--- config.mk ---
export PLATFORM = sky130hd
export DESIGN_NAME = fifo_rd_arb
export DESIGN_NICKNAME = d
export VERILOG_FILES = /design/src/rtl/fifo_rd_arb.sv
export SDC_FILE = /design/constraint.sdc
export NUM_CORES = 1
export LEC_CHECK = 0
export ABC_AREA = 1
export CAP_MARGIN = 15
export CORE_ASPECT_RATIO = 1.4
export CORE_MARGIN = 2
export CORE_UTILIZATION = 35
export CTS_CLUSTER_DIAMETER = 50
export DETAILED_ROUTE_END_ITERATION = 7
export GPL_TIMING_DRIVEN = 0
export PLACE_DENSITY = 0.68
export SLEW_MARGIN = 20
export SYNTH_ARGS = -nofsm -noshare
export SYNTH_HDL_FRONTEND = slang
export SYNTH_SLANG_ARGS = --single-unit
--- constraint.sdc ---
create_clock -name r_clk -period 2.12 [get_ports r_clk]
set_clock_uncertainty 0.2 [all_clocks]
set_input_delay 0.636 -clock r_clk [delete_from_list [all_inputs] [get_ports r_clk]]
set_output_delay 0.636 -clock r_clk [all_outputs]
set_load 0.005 [all_outputs]
--- src/rtl/fifo_rd_arb.sv ---
// fifo_rd_arb - round-robin read arbiter popping bursts from NUM_CH FIFO read ports into one registered valid/ready output.
// Optional: FIFO_RD_ARB_FIXED_PRIO_EN selects lowest-index-wins instead of round-robin in IDLE.
module fifo_rd_arb #(
   parameter int NUM_CH    = 4,
   parameter int D_SIZE    = 8,
   parameter int BURST_LEN = 4
) (
   input  logic                       r_clk,
   input  logic                       r_rst,
   input  logic [NUM_CH-1:0]          ch_empty,
   input  logic [NUM_CH*D_SIZE-1:0]   ch_rd_data,
   output logic [NUM_CH-1:0]          ch_r_inc,
   output logic [D_SIZE-1:0]          out_data,
   output logic                       out_valid,
   input  logic                       out_ready,
   output logic [$clog2(NUM_CH)-1:0]  grant_id,
   output logic                       busy
);

   localparam int GW = $clog2(NUM_CH);
   localparam int BW = $clog2(BURST_LEN + 1);

   typedef enum logic {IDLE, BURST} state_t;

   state_t            state_q, state_d;
   logic [GW-1:0]     grant_id_q, grant_id_d;
   logic [GW-1:0]     last_grant_q, last_grant_d;
   logic [BW-1:0]     beat_cnt_q, beat_cnt_d;
   logic              hold_q, hold_d;
   logic [D_SIZE-1:0] out_data_q, out_data_d;
   logic              out_valid_q, out_valid_d;

   logic [GW-1:0]     pick_idx;
   logic              any_ready;
   logic              cur_empty;
   logic [D_SIZE-1:0] cur_data;
   logic              pop;
   int                search_idx;

   assign any_ready = ~&ch_empty;

   always_comb begin
      pick_idx   = '0;
      search_idx = 0;
`ifdef FIFO_RD_ARB_FIXED_PRIO_EN
      for (int i = NUM_CH - 1; i >= 0; i--) begin
         if (!ch_empty[i]) pick_idx = GW'(i);
      end
`else
      // Walk the search order backwards so the earliest candidate after last_grant overwrites the rest.
      for (int k = NUM_CH; k >= 1; k--) begin
         search_idx = int'(last_grant_q) + k;
         if (search_idx >= NUM_CH) search_idx = search_idx - NUM_CH;
         if (!ch_empty[GW'(search_idx)]) pick_idx = GW'(search_idx);
      end
`endif
   end

   assign cur_empty = ch_empty[grant_id_q];
   assign cur_data  = ch_rd_data[grant_id_q*D_SIZE +: D_SIZE];
   assign pop = (state_q == BURST) && !cur_empty && (!out_valid_q || out_ready)
                && !hold_q && (beat_cnt_q < BW'(BURST_LEN));

   always_comb begin
      ch_r_inc           = '0;
      ch_r_inc[grant_id_q] = pop;
   end

   always_comb begin
      state_d      = state_q;
      grant_id_d   = grant_id_q;
      last_grant_d = last_grant_q;
      beat_cnt_d   = beat_cnt_q;
      hold_d       = pop;
      out_data_d   = out_data_q;
      out_valid_d  = out_valid_q;

      if (pop) begin
         out_data_d  = cur_data;
         out_valid_d = 1'b1;
         beat_cnt_d  = beat_cnt_q + 1'b1;
      end else if (out_valid_q && out_ready) begin
         out_valid_d = 1'b0;
      end

      case (state_q)
         IDLE: begin
            if (any_ready) begin
               grant_id_d = pick_idx;
               beat_cnt_d = '0;
               state_d    = BURST;
            end
         end
         BURST: begin
            // The empty flag lags a pop by one cycle, so it is only trusted outside the hold cycle.
            if ((beat_cnt_q == BW'(BURST_LEN)) || (cur_empty && !hold_q)) begin
               last_grant_d = grant_id_q;
               state_d      = IDLE;
            end
         end
         default: state_d = IDLE;
      endcase
   end

   always_ff @(posedge r_clk or posedge r_rst) begin
      if (r_rst) begin
         state_q      <= IDLE;
         grant_id_q   <= '0;
         last_grant_q <= GW'(NUM_CH - 1);
         beat_cnt_q   <= '0;
         hold_q       <= 1'b0;
         out_data_q   <= '0;
         out_valid_q  <= 1'b0;
      end else begin
         state_q      <= state_d;
         grant_id_q   <= grant_id_d;
         last_grant_q <= last_grant_d;
         beat_cnt_q   <= beat_cnt_d;
         hold_q       <= hold_d;
         out_data_q   <= out_data_d;
         out_valid_q  <= out_valid_d;
      end
   end

   assign out_data  = out_data_q;
   assign out_valid = out_valid_q;
   assign grant_id  = grant_id_q;
   assign busy      = (state_q == BURST);

endmodule

==> results of run 1 <==
==> worst paths after layout <==
path                       slack, ns                      end  depth (start not counted)                    start
hold / removal                  0.28  out_data[7]$_DFFE_PP0P_                          2  out_data[7]$_DFFE_PP0P_
max in group asynchronous       0.66  grant_id[1]$_DFFE_PP0P_                          2                    r_rst
setup / recovery               -0.37              ch_r_inc[1]                          7              ch_empty[1]
min in group asynchronous       0.58  out_data[7]$_DFFE_PP0P_                          2                    r_rst
hold reg to reg                 0.28  out_data[7]$_DFFE_PP0P_                          2  out_data[7]$_DFFE_PP0P_
setup reg to reg                0.24  out_data[3]$_DFFE_PP0P_                          9  grant_id[0]$_DFFE_PP0P_
==> metrics by stage <==
stage,total power [mW],TNS (ns)
final,2.99,-1.45
after CTS,2.98,-1.47
after detailed placement,2.45,-6.75
after floorplan,1.83,-0.0192
after global routing,3.29,-1.65
after global placement,2.44,-6.58
==> logic make-up after synthesis <==
group | share of synthesized area [%]
DFF | 35.4
AOI/OAI and AO/OA | 6.06
adders and majority gates | 1.95
buffers and inverters | 9.38
and+or+nand+nor | 47.2
==> Yosys cell counts <==
cell and instances:
nor3_4 1, dfstp_2 2, nand4_1 9, nand3_1 30
o22ai_2 1, buf_6 1, o21ai_1 5, nand3b_1 1
nand2_1 77, ha_1 2, nor3_1 1, dfrtp_1 16
buf_4 2, nor2_1 15, nor2_2 2, nand2_4 1
a21oi_1 5, o21ai_0 3, buf_2 3, inv_2 4
inv_1 17
==> state kept, by name, summed over array words and instances (netlist names) <==
name          count
out_valid         1
beat_cnt_q        3
busy              1
last_grant_q      2
out_data          8
grant_id          2
hold_q            1
==> where the power goes <==
part / leakage (nW) / total [mW] / switching, mW / internal [mW]
Clock: 0.0288 / 0.274 / 0.109 / 0.165
Sequential: 0.217 / 0.643 / 0.119 / 0.525
Combinational: 0.796 / 2.07 / 1.14 / 0.937
Total: 1.04 / 2.99 / 1.36 / 1.63
==> worst max-delay path: stages <==
cell and delay (ns):
clkdlybuf4s15_2 0.21, inv_2 0.08, nor2_2 0.06, nor3_4 0.27, nand2_4 0.16, nor2_4 0.13
buf_2 0.11
==> layer usage <==
| metal | vias to the layer above | GRT usage [%] |
|---|---|---|
| met4 | 0 | 5.15 |
| met3 | 6 | 4.31 |
| li1 | 787 | - |
| met5 | - | 0 |
| met1 | 727 | 24.9 |
| met2 | 44 | 37.7 |
==> final cells by class <==
class	instances	area, um2
plain buffers	5	37.5
clock buffers	4	55.1
fillers	362	1450
inverters	21	83.8
multi-input cells	153	783
flip-flops and latches	18	455
well taps	42	52.6
repair buffers	70	658
==> timing repair <==
action | in CTS | in global routing
setup endpoints to repair | 4 | 5
gates resized for setup | 39 | 6
pin swaps | 5 | 4
setup buffers | 12 | 4
==> flow_metrics.tcl, run 1 <==
set metrics [dict create \
    initial_core_util_pct 35.8 \
    dp.cells 294 \
    place.gp.congestion 0.813 \
    synthToLayoutAreaGrowth_pct 66.1 \
    cts_hold_buf 0 \
    first_pass_iters 4 \
    cts_buffer_depth 2 \
    yosys_register_bits 18 \
    final_cell_count_no_fill 313 \
    netlist_area_um2 1280 \
    avgRoutedWirePerCell_um 12.4 \
    synth_area_leaders "dfrtp_1 (31%), nand2_1 (23%), nand3_1 (12%)" \
    fp.dieH_um 75.6 \
    powerDensity_nw_per_um2 1410 \
    drtIter0Drc 37 \
    arrival_ns 1.66 \
    ir_drop_v 0.000827 \
    slew_viol_final 0 \
    wl_met1_um 1520 \
    route.met3.wl_um 157 \
    finalSetupViolations 4 \
    whs_ns 0.278 \
    final_nets 313 \
    pre_cts_slack_ns -1.19 \
    tightest_slew_ns 0.678 \
    cts_buffers 3 \
    final_common_cell "nand2_1" \
    die_width_um 55.1 \
    routed.top_layer "met4" \
    worstSkewPairLatency_ns 0.25 \
    place_area_um2 1940 \
    drc 0 \
    synth.largest_area_cell "dfrtp_1" \
    synth_top_area_share_pct 31.3 \
    cp_max_fo 6 \
    antenna_found_initial 0 \
    leakage_nw 1.04 \
    layout_worst_path_cycle_share_pct 118 \
    grt_use_total_pct 21.0 \
    wirelength_um 3890 \
    period_minus_slack_ns 2.49 \
    ios 55 \
    die_area_um2 4160 \
    cts.sinks 18 \
    worst-setup-path-type "input port to output pin" \
    grt-ovfl-total 0 \
    grt_pass1_vias 1445 \
    grt_max_degree 19 \
    fp.coreArea_um2 3580 \
    slew_headroom_pct 54.7 \
    route.met2.wl_um 2130 \
    rsz0062_at_grt "true" \
    cp-end-kind "output pin" \
    min_path_type "register to register" \
    dp_hpwl_um 2890 \
    h-tree-depth 1 \
    cap_violations 0 \
    diodes 0 \
    portBuffers 54 \
    final_core_util_pct 59.4 \
    ys_seq_area_share_pct 35.4 \
    yosysWarnings 0 \
    max_freq_mhz 401 \
    final_area_um2 2130 \
    grt_first_pass_wirelength_um 6330 \
    vias_per_cell 5.00 \
    hold_viol 0 \
    vias 1564 \
    required_ns 1.28 \
    final_cell_mix "nand2_1 (74), clkdlybuf4s50_1 (44), nand3_1 (30)" \
    syn_avg_cell_area_um2 6.46 \
    violations "setup timing" \
    antenna_left 0 \
    synthCells 198 \
    core.rowCount 26 \
    clkSlewWorstSetupHoldPaths_ns 0.07 \
    drive_gt1_share_pct 22.1 \
    setup_slack_ns -0.374 \
    cts_tree "done" \
    start_kind "input port" \
    synthDistinctLibCells 21 \
    run_status "finished, violations left" \
    clockRootBuffer "clkbuf_8" \
    synth_nets 239 \
]
No activity file was read; power rests on OpenSTA's default activity.
==> run 2: changes to the inputs <==
CORE_MARGIN = default   (was 2)
==> run 2 against run 1 <==
  * The run still ends with setup timing left
  * Wire length up 0.69%
  * First-iteration DRC count up 2.7%
  * Combinational power about the same
  * Utilization up 2.2 points
  * Total power up 1.0%
  * Die area down 6.2%
  * Worst setup slack better by 0.036 ns
  * Non-clock buffer count up 1
  * Via count down 1.3%
  * Critical endpoint is now ch_r_inc[0]
==> flow_metrics.tcl, run 2 (synthesis gave the netlist of run 1 again) <==
set metrics [dict create \
    cts.sinks 18 \
    tightest_slew_ns 0.691 \
    whs_ns 0.280 \
    grt-ovfl-total 0 \
    slew_headroom_pct 53.9 \
    final_common_cell "nand2_1" \
    worst-setup-path-type "register to output pin" \
    setup_slack_ns -0.338 \
    min_path_type "register to register" \
    cp_max_fo 6 \
    first_pass_iters 4 \
    die_width_um 53.1 \
    clockRootBuffer "clkbuf_8" \
    grt_pass1_vias 1534 \
    grt_max_degree 19 \
    die_area_um2 3910 \
    cts_tree "done" \
    period_minus_slack_ns 2.46 \
    finalSetupViolations 4 \
    layout_worst_path_cycle_share_pct 116 \
    violations "setup timing" \
    cts_buffer_depth 2 \
    run_status "finished, violations left" \
    ios 55 \
    leakage_nw 1.05 \
    avgRoutedWirePerCell_um 12.6 \
    drc 0 \
    slew_viol_final 0 \
    wirelength_um 3920 \
    max_freq_mhz 407 \
    place.gp.congestion 0.763 \
    worstSkewPairLatency_ns 0.25 \
    arrival_ns 1.62 \
    largest_reg_flops 8 \
    core.rowCount 25 \
    hold_viol 0 \
    vias 1544 \
    vias_per_cell 4.95 \
    start_kind "register" \
    portBuffers 54 \
    setup_tns_ns -1.32 \
    grt_use_total_pct 22.2 \
    final_nets 314 \
    antenna_found_initial 0 \
    cap_violations 0 \
    rsz0062_at_grt "true" \
    fp.dieH_um 73.6 \
    antenna_left 0 \
    total_power_mw 3.02 \
    initial_core_util_pct 37.2 \
    fp.coreArea_um2 3440 \
    powerDensity_nw_per_um2 1420 \
    cts_buffers 3 \
    diodes 0 \
    final_cell_mix "nand2_1 (74), clkdlybuf4s50_1 (44), nand3_1 (30)" \
    ir_drop_v 0.000734 \
    cp-end-kind "output pin" \
    drtIter0Drc 38 \
    rr_worst_depth 12 \
    clkSlewWorstSetupHoldPaths_ns 0.07 \
    drive_gt1_share_pct 22.1 \
    hold_depth 2 \
    h-tree-depth 1 \
    dp_hpwl_um 2860 \
    synthToLayoutAreaGrowth_pct 65.7 \
    grt_first_pass_wirelength_um 6510 \
    required_ns 1.28 \
    cts_hold_buf 0 \
]
-- run 2: metal layers --
layer | track usage (%) | part of all wire, % | vias to the layer above
li1 | - | - | 790
met2 | 42.8 | 55 | 44
met4 | 2.92 | 0.54 | 0
met5 | 0 | 0 | -
met1 | 24.6 | 41 | 706
met3 | 4.55 | 4.0 | 4
-- run 2: final cells by class --
cell class	instances	area [um2]
clock buffer	4	55.1
timing repair buffer	71	649
fill	331	1320
inverter	21	86.3
tap	40	50.0
sequential	18	455
buffer	5	37.5
multi-input combinational	153	787
-- run 2: where the power goes --
group	internal [mW]	switching (mW)
clock network	0.165	0.116
registers	0.525	0.133
logic	0.949	1.13
-- run 2: critical path, stage by stage, from the launching register on --
cell and delay, ns:
dfrtp_2 0.45, buf_6 0.14, nand2_4 0.08, nor2_1 0.07, nor3_4 0.25, nand2_4 0.15, nor2_4 0.12, buf_2 0.11
-- run 2: final timing paths --
check / slack (ns) / from / to
worst min-delay path: 0.28 / out_data[7]$_DFFE_PP0P_ / out_data[7]$_DFFE_PP0P_
worst max-delay path: -0.34 / grant_id[0]$_DFFE_PP0P_ / ch_r_inc[0]
min in group asynchronous: 0.58 / r_rst / out_data[7]$_DFFE_PP0P_
worst max register to register: 0.19 / out_valid$_DFFE_PP0P_ / beat_cnt_q[2]$_DFF_PP0_
max in group asynchronous: 0.66 / r_rst / grant_id[0]$_DFFE_PP0P_
worst min register to register: 0.28 / out_data[7]$_DFFE_PP0P_ / out_data[7]$_DFFE_PP0P_
-- run 2: per-stage QoR --
step                      util [%]  area (um2)  cells  setup WS [ns]
final                         61.6        2120    312         -0.338
after global routing          61.6        2120    312         -0.401
after CTS                     61.5        2120    311         -0.381
after detailed placement      56.3        1940    292          -1.17
after global placement        56.3        1940    292          -1.17
after floorplan                  -        1350    198       -0.00480
-- run 2: what timing repair did --
item | 4_1_cts | 5_1_grt
gates resized for setup | 38 | 6
setup endpoints to repair | 4 | 5
pin swaps | 5 | 5
buffers inserted | 15 | 2
cloned | 0 | 0
==> run 3: changes to the inputs <==
CORE_ASPECT_RATIO = 1.1   (was 1.4)
==> run 3 against run 2 <==
  * The run still ends with setup timing left
  * Cell area grew 4.4%
  * Wire length rose by 3.3%
  * Register-to-register slack worse by 0.04 ns
  * Sequential cell count stayed put
  * Critical path depth is 2 higher
  * Sequential power shrank 2%
  * Via count rose by 3.1%
  * Highest routed layer unchanged
  * First-iteration DRC count rose to 3.3 times the previous value
==> flow_metrics.tcl, run 3 (synthesis gave the netlist of run 1 again) <==
set metrics [dict create \
    hold_viol 0 \
    final_area_um2 2210 \
    n_fill_cell 351 \
    layout_worst_path_cycle_share_pct 122 \
    max_freq_mhz 387 \
    die_width_um 59.7 \
    endpoint "ch_r_inc[1]" \
    initial_core_util_pct 37.5 \
    cp_max_fo 4 \
    vias 1592 \
    cts.sinks 18 \
    fp.dieH_um 65.4 \
    clockRootBuffer "clkbuf_4" \
    setup_slack_ns -0.464 \
    dp_hpwl_um 2750 \
    place.gp.congestion 0.910 \
    avgRoutedWirePerCell_um 12.3 \
    violations "setup timing" \
    die_area_um2 3900 \
    cts_buffer_depth 2 \
    slew_headroom_pct 53.5 \
    vias_per_cell 4.84 \
    grt-ovfl-total 0 \
    fp.coreArea_um2 3410 \
    setup_tns_ns -1.82 \
    clkSlewWorstSetupHoldPaths_ns 0.10 \
    period_minus_slack_ns 2.58 \
    cap_violations 0 \
    grt_pass1_vias 1475 \
    min_path_type "register to register" \
    startpoint "grant_id[1]$_DFFE_PP0P_" \
    rr_startpoint "grant_id[1]$_DFFE_PP0P_" \
    hold_depth 2 \
    drtIter0Drc 126 \
    cp-end-kind "output pin" \
    drive_gt1_share_pct 24.6 \
    required_ns 1.28 \
    rr_worst_depth 11 \
    run_status "finished, violations left" \
    h-tree-depth 1 \
    r2r_slack_ns 0.15 \
    final_nets 323 \
    core.rowCount 22 \
    final_cell_mix "nand2_1 (73), clkdlybuf4s50_1 (43), nand3_1 (30)" \
    grt_first_pass_wirelength_um 6620 \
    grt_use_total_pct 22.4 \
    synthToLayoutAreaGrowth_pct 72.9 \
    powerDensity_nw_per_um2 1440 \
    grt_max_degree 19 \
    tightest_slew_ns 0.696 \
    arrival_ns 1.75 \
    final_common_cell "nand2_1" \
    worstSkewPairLatency_ns 0.30 \
    place_area_um2 1950 \
    leakage_nw 1.10 \
    worst-setup-path-type "register to output pin" \
    ir_drop_v 0.000509 \
    reg2reg_to "out_data[2]$_DFFE_PP0P_" \
    rsz0062_at_grt "true" \
    antenna_found_initial 0 \
    first_pass_iters 4 \
    cts_buffers 3 \
    cts_tree "done" \
    hold_start "out_data[4]$_DFFE_PP0P_" \
    drc 0 \
    wirelength_um 4050 \
    total_power_mw 3.19 \
    diodes 0 \
    antenna_left 0 \
    largest_reg_flops 8 \
    ios 55 \
    finalSetupViolations 4 \
    slew_viol_final 0 \
    portBuffers 54 \
    start_kind "register" \
]
run 3: cell count changes in the layout (fill, tap and decap cells not counted), moves of 2 or more:
| cell | delta |
|---|---|
| buf_12 | +2 |
| buf_4 | +5 |
| buf_6 | +2 |
| clkbuf_4 | +3 |
| clkbuf_8 | -3 |
run 3: layout make-up:
type	count	area (um2)	area share (%)
timing repair buffer	80	754	34.1
sequential	18	455	20.6
buffer	5	37.5	1.70
inverter	21	83.8	3.79
tap	48	60.1	2.71
clock buffer	4	36.3	1.64
multi-input combinational	153	786	35.5
run 3: timing repair:
action                                  in CTS  in global routing
endpoints found under the setup margin       6                  9
pin swaps                                    5                  1
hold buffers                                 0                  0
buffers inserted                            21                  6
resized for setup                           42                  5
run 3: power by group:
group | internal (mW) | switching (mW) | total, mW
combinational | 1.13 | 1.19 | 2.32
sequential | 0.523 | 0.117 | 0.641
clock | 0.105 | 0.116 | 0.221
total | 1.76 | 1.43 | 3.19
run 3: how the worst min path moves through the flow:
stage	to	slack [ns]
5_1_grt	out_data[7]$_DFFE_PP0P_	0.32
4_1_cts	out_data[2]$_DFFE_PP0P_	0.30
3_5_place_dp	out_data[3]$_DFFE_PP0P_	0.27
3_3_place_gp	out_data[2]$_DFFE_PP0P_	0.26
6_report	out_data[4]$_DFFE_PP0P_	0.30
2_1_floorplan	out_data[0]$_DFFE_PP0P_	0.27
run 3: through the flow:
stage	setup WS, ns	hold slack (ns)	cells	util [%]
3_5_place_dp	-1.16	0.269	300	57.0
6_report	-0.464	0.297	329	64.8
5_1_grt	-0.528	0.320	329	64.8
2_1_floorplan	-0.00480	0.272	198	-
3_3_place_gp	-1.17	0.264	300	57.0
4_1_cts	-0.492	0.298	325	63.5
run 3: routing by layer:
metal | wire length [um] | global-route usage [%] | vias to the layer above | part of all wire (%)
met5 | 0 | 0 | - | 0
li1 | - | - | 804 | -
met3 | 277 | 4.92 | 7 | 6.8
met4 | 68 | 8.43 | 0 | 1.7
met2 | 1990 | 36.8 | 69 | 49
met1 | 1710 | 28.3 | 712 | 42
run 3: critical path: stages, from the launching register on:
cell and delay (ns):
dfrtp_2 0.46, buf_4 0.15, buf_6 0.11, nand2_4 0.07, nor2_4 0.04, nor3_4 0.16
nand2_4 0.10, buf_12 0.16, nor2_4 0.06, buf_2 0.11
